==> src/rtl/aes_keyexp_ctrl_if.sv <==
// Handshake, key-load and round-key read signals between the key-expansion controller
// and its neighbours.
interface aes_keyexp_ctrl_if;
    logic         start;
    logic [255:0] key_in;
    logic         ready;
    logic         busy;
    logic         done;
    logic         keys_valid;
    logic [3:0]   rk_idx;
    logic [127:0] rk_out;

    modport master (
        output start, key_in, rk_idx,
        input  ready, busy, done, keys_valid, rk_out
    );

    modport slave (
        input  start, key_in, rk_idx,
        output ready, busy, done, keys_valid, rk_out
    );
endinterface

==> src/rtl/aes_keyexp_ctrl.sv <==
// CryptoNight key expansion: four genkey steps (rcon 1, 2, 4, 8) turn a 256-bit key into
// round keys rk0..rk9, held in a bank behind a registered read port.
module aes_keyexp_ctrl #(
    parameter int STEP_LAT = 1
) (
    input  logic             clk,
    input  logic             rst_n,
    aes_keyexp_ctrl_if.slave bus
);
    // Byte b of the table lives at bits [8*(255-b) +: 8].
    localparam logic [2047:0] SBOX = {
        128'h637c777bf26b6fc53001672bfed7ab76,
        128'hca82c97dfa5947f0add4a2af9ca472c0,
        128'hb7fd9326363ff7cc34a5e5f171d83115,
        128'h04c723c31896059a071280e2eb27b275,
        128'h09832c1a1b6e5aa0523bd6b329e32f84,
        128'h53d100ed20fcb15b6acbbe394a4c58cf,
        128'hd0efaafb434d338545f9027f503c9fa8,
        128'h51a3408f929d38f5bcb6da2110fff3d2,
        128'hcd0c13ec5f974417c4a77e3d645d1973,
        128'h60814fdc222a908846eeb814de5e0bdb,
        128'he0323a0a4906245cc2d3ac629195e479,
        128'he7c8376d8dd54ea96c56f4ea657aae08,
        128'hba78252e1ca6b4c6e8dd741f4bbd8b8a,
        128'h703eb5664803f60e613557b986c11d9e,
        128'he1f8981169d98e949b1e87e9ce5528df,
        128'h8ca1890dbfe6426841992d0fb054bb16
    };

    localparam logic [1:0] LAT_LAST = 2'(STEP_LAT - 1);

    typedef enum logic [1:0] {IDLE, STEP, DONE} state_t;

    state_t       state, state_nxt;
    logic [1:0]   step, step_nxt;
    logic [1:0]   lat, lat_nxt;
    logic         load, write_step, done_nxt, done_q;
    logic [127:0] rk [10];
    logic [127:0] rk_rd_p1;
    logic [127:0] xin0, xin2, xout0, xout2;
    logic [3:0]   rcon;
    logic [3:0]   rd_base, wr_base;

    function automatic logic [7:0] sbox(input logic [7:0] b);
        return SBOX[{~b, 3'b000} +: 8];
    endfunction

    function automatic logic [31:0] sub_word(input logic [31:0] w);
        return {sbox(w[31:24]), sbox(w[23:16]), sbox(w[15:8]), sbox(w[7:0])};
    endfunction

    // Word 0 is the top 32 bits; each word absorbs the XOR of every word before it.
    function automatic logic [127:0] prefix_xor(input logic [127:0] x);
        logic [31:0] w0, w1, w2, w3;
        w0 = x[127:96];
        w1 = w0 ^ x[95:64];
        w2 = w1 ^ x[63:32];
        w3 = w2 ^ x[31:0];
        return {w0, w1, w2, w3};
    endfunction

    function automatic logic [255:0] aes_genkey_sub(input logic [127:0] x0,
                                                    input logic [127:0] x2,
                                                    input logic [3:0]   rc);
        logic [31:0]  t0, t2;
        logic [127:0] y0, y2;
        t0 = sub_word({x2[23:0], x2[31:24]}) ^ {4'h0, rc, 24'h0};
        y0 = prefix_xor(x0) ^ {4{t0}};
        t2 = sub_word(y0[31:0]);
        y2 = prefix_xor(x2) ^ {4{t2}};
        return {y0, y2};
    endfunction

    assign rd_base = {1'b0, step, 1'b0};
    assign wr_base = rd_base + 4'd2;
    assign xin0    = rk[rd_base];
    assign xin2    = rk[rd_base + 4'd1];
    assign rcon    = 4'b0001 << step;
    assign {xout0, xout2} = aes_genkey_sub(xin0, xin2, rcon);

    always_ff @(posedge clk) begin
        if (!rst_n) begin
            state  <= IDLE;
            step   <= '0;
            lat    <= '0;
            done_q <= 1'b0;
        end else begin
            state  <= state_nxt;
            step   <= step_nxt;
            lat    <= lat_nxt;
            done_q <= done_nxt;
        end
    end

    always_comb begin
        state_nxt  = state;
        step_nxt   = step;
        lat_nxt    = lat;
        load       = 1'b0;
        write_step = 1'b0;
        done_nxt   = 1'b0;
        unique case (state)
            IDLE, DONE: begin
                if (bus.start) begin
                    load      = 1'b1;
                    step_nxt  = '0;
                    lat_nxt   = '0;
                    state_nxt = STEP;
                end
            end
            STEP: begin
                if (lat == LAT_LAST) begin
                    write_step = 1'b1;
                    lat_nxt    = '0;
                    if (step == 2'd3) begin
                        step_nxt  = '0;
                        done_nxt  = 1'b1;
                        state_nxt = DONE;
                    end else begin
                        step_nxt = step + 2'd1;
                    end
                end else begin
                    lat_nxt = lat + 2'd1;
                end
            end
            default: state_nxt = IDLE;
        endcase
    end

    assign bus.ready      = (state != STEP);
    assign bus.busy       = (state == STEP);
    assign bus.done       = done_q;
    assign bus.keys_valid = (state == DONE);
    assign bus.rk_out     = rk_rd_p1;

    // Read stage: bank sampled before this edge's writes land.
    always_ff @(posedge clk) begin
        if (!rst_n) begin
            for (int i = 0; i < 10; i++) rk[i] <= '0;
            rk_rd_p1 <= '0;
        end else begin
            rk_rd_p1 <= (bus.rk_idx < 4'd10) ? rk[bus.rk_idx] : '0;
            if (load) begin
                rk[0] <= bus.key_in[127:0];
                rk[1] <= bus.key_in[255:128];
            end else if (write_step) begin
                rk[wr_base]        <= xout0;
                rk[wr_base + 4'd1] <= xout2;
            end
        end
    end
endmodule

==> src/flat_wrapper.sv <==
// flat-port wrapper written by rule: the top's interface ports become plain ports
module aes_keyexp_ctrl_flat 
#(
    parameter int STEP_LAT = 1
)
  (clk, rst_n, bus_start, bus_key_in, bus_rk_idx, bus_ready, bus_busy, bus_done, bus_keys_valid, bus_rk_out);
  aes_keyexp_ctrl_if bus_i ();
  input  logic clk;
  input  logic rst_n;
  input wire logic [$bits(bus_i.start)-1:0] bus_start;
  input wire logic [$bits(bus_i.key_in)-1:0] bus_key_in;
  input wire logic [$bits(bus_i.rk_idx)-1:0] bus_rk_idx;
  output wire logic [$bits(bus_i.ready)-1:0] bus_ready;
  output wire logic [$bits(bus_i.busy)-1:0] bus_busy;
  output wire logic [$bits(bus_i.done)-1:0] bus_done;
  output wire logic [$bits(bus_i.keys_valid)-1:0] bus_keys_valid;
  output wire logic [$bits(bus_i.rk_out)-1:0] bus_rk_out;
  assign bus_i.start = bus_start;
  assign bus_i.key_in = bus_key_in;
  assign bus_i.rk_idx = bus_rk_idx;
  assign bus_ready = bus_i.ready;
  assign bus_busy = bus_i.busy;
  assign bus_done = bus_i.done;
  assign bus_keys_valid = bus_i.keys_valid;
  assign bus_rk_out = bus_i.rk_out;
  aes_keyexp_ctrl #(.STEP_LAT(STEP_LAT)) u_core (.clk(clk), .rst_n(rst_n), .bus(bus_i));
endmodule
==> config.mk <==
export PLATFORM = sky130hd
export DESIGN_NAME = aes_keyexp_ctrl_flat
export DESIGN_NICKNAME = d
export VERILOG_FILES = /design/src/rtl/aes_keyexp_ctrl_if.sv /design/src/rtl/aes_keyexp_ctrl.sv /design/src/flat_wrapper.sv
export SDC_FILE = /design/constraint.sdc
export NUM_CORES = 2
export LEC_CHECK = 0
export CORE_MARGIN = 2
export CORE_UTILIZATION = 68
export DETAILED_ROUTE_END_ITERATION = 8
export PLACE_DENSITY_LB_ADDON = 0.12
export SYNTH_ARGS = -nofsm -noshare
export SYNTH_HDL_FRONTEND = slang
export SYNTH_SLANG_ARGS = --single-unit
export TNS_END_PERCENT = 30
==> constraint.sdc <==
create_clock -name clk -period 34.2 [get_ports clk]
set_input_delay 10.26 -clock clk [delete_from_list [all_inputs] [get_ports clk]]
set_output_delay 10.26 -clock clk [all_outputs]
set_load 0.01 [all_outputs]
==> impl_metrics.env, run 1 <==
export IMPL_synth_seq_area_share_pct=48.0
export IMPL_cts_max_path_buffers=3
export IMPL_gp_congestion=1.05
export IMPL_dp_cells=13602
export IMPL_root_buffer="clkbuf_16"
export IMPL_async_reset_ff_share_pct=0
export IMPL_rows=162
export IMPL_die_w_um=448
export IMPL_lastStage="global routing (5_1_grt)"
export IMPL_grt_pass1_vias=136497
export IMPL_yosys_warnings=0
export IMPL_overflow=184
export IMPL_holdBufCountCts=0
export IMPL_fp_dieH_um=448
export IMPL_synth_avg_cell_area_um2=11.8
export IMPL_outcome="did not finish"
export IMPL_cts_made_buffers=199
export IMPL_hpwl_mm=413
export IMPL_firstError="[ERROR GRT-0116] Global routing finished with congestion. Check the congestion regions in the DRC Viewer."
export IMPL_synth_cell_type_count=132
export IMPL_grt_max_degree=168
export IMPL_synth_fp_nets=11744
export IMPL_syn_area_um2=134000
export IMPL_cts_setup_buffers=0
export IMPL_grt_pass1_wl_mm=1090
export IMPL_netlist_instances=11375
export IMPL_cts_max_level=4
export IMPL_initial_core_util_pct=68.5
export IMPL_synth_edf_count=2048
export IMPL_io_pin_count=395
export IMPL_track_usage_pct=78.4
export IMPL_cts_resized=0
export IMPL_ys_ff_latch=2185
export IMPL_ys_flop_type="edfxtp_1"
export IMPL_numPortBuffers=394
export IMPL_cts_sinks=2185
## per-stage QoR
| step | worst slack [ns] | area, um^2 |
|---|---|---|
| CTS | 19.13 | 146000 |
| detailed placement | 18.34 | 139000 |
| global placement | 18.48 | 139000 |
| floorplan | 8.92 | 134000 |
## layer usage
layer / track usage (%) / overflow
met1: 78.9 / 6
met2: 89.5 / 84
met3: 70.2 / 0
met4: 73.1 / 93
met5: 49.7 / 1
## kinds of logic after synthesis
group	share of synthesized area [%]
AND/OR/NAND/NOR	11.5
adder cells (fa/ha/maj)	0.999
multiplexers	17.4
XOR/XNOR	3.82
flip-flops	48.0
buffers and inverters	4.21
AO/OA/AOI/OAI	14.0
## Yosys cell counts (all sizes together) (84+ instances only)
cell type / instances / area (um^2)
ha: 106 / 1330
inv: 164 / 618
a21oi: 372 / 1880
nor3: 217 / 1110
nor2: 1275 / 4800
a22o: 86 / 753
xor2: 162 / 1750
xnor2: 258 / 2690
dfxtp: 137 / 2740
o22ai: 85 / 538
nand2: 1035 / 3890
nand3: 214 / 1080
buf: 498 / 2700
nor2b: 220 / 1380
o211ai: 138 / 1060
nand2b: 106 / 663
edfxtp: 2048 / 61500
clkbuf: 611 / 2290
o221ai: 91 / 797
a221oi: 84 / 748
mux4: 899 / 20300
and3: 86 / 538
o21ai: 834 / 4180
a31oi: 115 / 753
a211oi: 135 / 1030
mux2i: 225 / 2290
==> run 2, diff against run 1 <==
- CORE_UTILIZATION: 68 -> 40
- PLACE_DENSITY_LB_ADDON: 0.12 -> 0.15
==> impl_metrics.env, run 2 <==
export IMPL_cts_sinks=2185
export IMPL_drive_gt1_share_pct=17.7
export IMPL_synthMostInstantiatedCell="edfxtp_1"
export IMPL_synth_fp_nets=11744
export IMPL_cts_setup_buffers=0
export IMPL_via_per_inst=7.12
export IMPL_vias=113308
export IMPL_fp_dieArea_um2=339000
export IMPL_synth_cell_type_count=132
export IMPL_overflow=0
export IMPL_cp_end_kind="register"
export IMPL_yosys_area_share_adder_pct=0.999
export IMPL_nets=11653
export IMPL_async_reset_ff_share_pct=0
export IMPL_track_usage_pct=38.9
export IMPL_cp_cell_sequence="clkdlybuf4s50_1 > buf_4 > and3_4 > buf_4 > nand3_4 > nand3_4 > buf_4"
export IMPL_tightest_slew_ns=1.44
export IMPL_final_util_pct=45.0
export IMPL_syn_area_um2=134000
export IMPL_yosysTopAreaCell="edfxtp_1"
export IMPL_synth_edf_count=2048
export IMPL_crit_top_cell="buf_4"
export IMPL_rsz0062_at_grt="no"
export IMPL_setup_worst_path_start="rst_n"
export IMPL_synth_simple_area_share_pct=11.5
export IMPL_placed_cell_area_um2=142000
export IMPL_io_pin_count=395
export IMPL_timing_final_max_slew_violations=0
export IMPL_fill_cells=30349
export IMPL_worstPathRequired_ns=34.74
export IMPL_cp_slowest_cell="nand3_4"
export IMPL_synth_top_area_share_pct=46.0
export IMPL_synth_compound_area_share_pct=14.0
export IMPL_holdBufCountCts=0
export IMPL_route_detailed_drc=0
export IMPL_outcome="finished clean"
export IMPL_synth_seq_area_share_pct=48.0
export IMPL_final_antenna_net_count=0
export IMPL_grt_max_degree=142
export IMPL_layout_commonest_cell="edfxtp_1"
export IMPL_core_um2=333000
export IMPL_cp_slowest_stage_delay_ns=1.16
export IMPL_initial_core_util_pct=40.1
export IMPL_slew_headroom_pct=3.29
export IMPL_fin_tns_setup_ns=0
export IMPL_cp_max_fo=44
export IMPL_arrival_ns=15.46
export IMPL_wl_per_cell_um=42.7
export IMPL_cp_num_buf_inv=4
export IMPL_min_period_ns=14.92
export IMPL_crit_type="in -> reg"
export IMPL_final_cell_mix="2048 x edfxtp_1, 1267 x nor2_1, 1014 x nand2_1"
export IMPL_grt_pass1_wl_mm=920
export IMPL_numPortBuffers=394
export IMPL_cts_max_path_buffers=4
export IMPL_max_freq_ghz=0.0670
export IMPL_synth_xor_area_share_pct=3.82
export IMPL_cts_tree="built"
export IMPL_root_buffer="clkbuf_16"
export IMPL_insertion_delay_ns=1.02
export IMPL_rows=212
export IMPL_drt_pass1_iter_count=9
export IMPL_synth_area_mux_share_pct=17.4
export IMPL_hpwl_mm=447
export IMPL_critPathTopFamily="buffers and inverters"
export IMPL_worstSetupStartpointType="input pin"
export IMPL_fin_skew_ns=0.139
export IMPL_ys_flop_type="edfxtp_1"
export IMPL_finalSetupViolations=0
export IMPL_antenna_found_initial=41
export IMPL_synth_avg_cell_area_um2=11.8
export IMPL_cts_resized=0
export IMPL_netlist_instances=11375
export IMPL_fp_dieH_um=582
export IMPL_cts_made_buffers=239
export IMPL_fin_area_um2=150000
export IMPL_worstHoldStart="u_core.lat[0]$_SDFFE_PN0P_"
export IMPL_r2r_start="u_core.step[0]$_SDFFE_PN0P_"
export IMPL_wl_mm=679
export IMPL_post_route_period_util_pct=43.6
export IMPL_clk_pin_slew_worst_paths_ns=0.06
export IMPL_ys_ff_latch=2185
export IMPL_largest_register_ffs=2048
export IMPL_top_register="u_core.rk"
export IMPL_synthTopCellsByCount="2048 x edfxtp_1, 1270 x nor2_1, 1031 x nand2_1"
export IMPL_gp_congestion=0.992
export IMPL_yosys_warnings=0
export IMPL_area_delta_synth_final_pct=12.1
export IMPL_hold_violations=0
export IMPL_detail_route_iter0_violations=19854
export IMPL_grt_pass1_vias=106993
export IMPL_cts_max_level=4
export IMPL_synth_top_family_by_area="multiplexers"
export IMPL_hold_path_class="reg -> reg"
export IMPL_synth_area_leaders="edfxtp_1 46%, mux4_2 15%, nor2_1 3.6%, nand2_1 2.9%, o21ai_0 2.9%"
export IMPL_die_w_um=582
export IMPL_maxCapViolCount=0
-- run 2: cell counts after synthesis --
Identical to the previous run, type by type.
-- run 2: area by class of cell --
cell class	instances	area [um^2]	area share, %
clock buffers	304	6430	4.28
repair buffers	777	6980	4.65
clock inverters	144	1580	1.06
multi-input cells	7911	64500	43.0
diodes	25	62.6	0.0417
inverters	170	684	0.456
well taps	4387	5490	3.66
flip-flops and latches	2185	64300	42.8
-- run 2: layer usage --
metal  share of wire [%]  wire, um  global-route usage [%]  vias up
li1                    -         -                       -    43928
met1                  36    246000                    50.9    57865
met2                  42    284000                    55.2     9788
met3                  14     96600                    13.2     1705
met4                 7.7     51900                    24.8       22
met5               0.038       256                   0.198        -
-- run 2: logic make-up after synthesis --
logic type,Yosys count
AO/OA/AOI/OAI,2720
buffers and inverters,1279
flip-flops,2185
multiplexers,1192
XOR/XNOR,449
AND/OR/NAND/NOR,3443
adder cells (fa/ha/maj),107
-- run 2: final timing paths --
check,endpoint,slack [ns],cells past startpoint
min reg2reg,u_core.lat[0]$_SDFFE_PN0P_,0.54,2
max,u_core.rk[1][10]$_DFFE_PP_,19.28,7
min,u_core.lat[0]$_SDFFE_PN0P_,0.54,2
max reg2reg,u_core.rk[9][6]$_DFFE_PP_,21.48,27
-- run 2: worst min-delay path: stages, from the launching register on --
cell and delay [ns]:
dfxtp_1 0.33, a22oi_1 0.07, nor2b_1 0.10
-- run 2: through the flow --
stage | instances | hold WS (ns) | setup slack [ns]
2_1_floorplan | 11375 | 0.488 | 8.92
4_1_cts | 15878 | 0.540 | 19.21
5_1_grt | 15884 | 0.585 | 18.86
6_report | 15903 | 0.540 | 19.28
3_3_place_gp | 15430 | 0.504 | 18.32
3_5_place_dp | 15430 | 0.526 | 18.25
Power of run 2 is left out: the tool's default activity adds up to more than one toggle a clock period on the data nets, which glitch-free logic cannot reach.
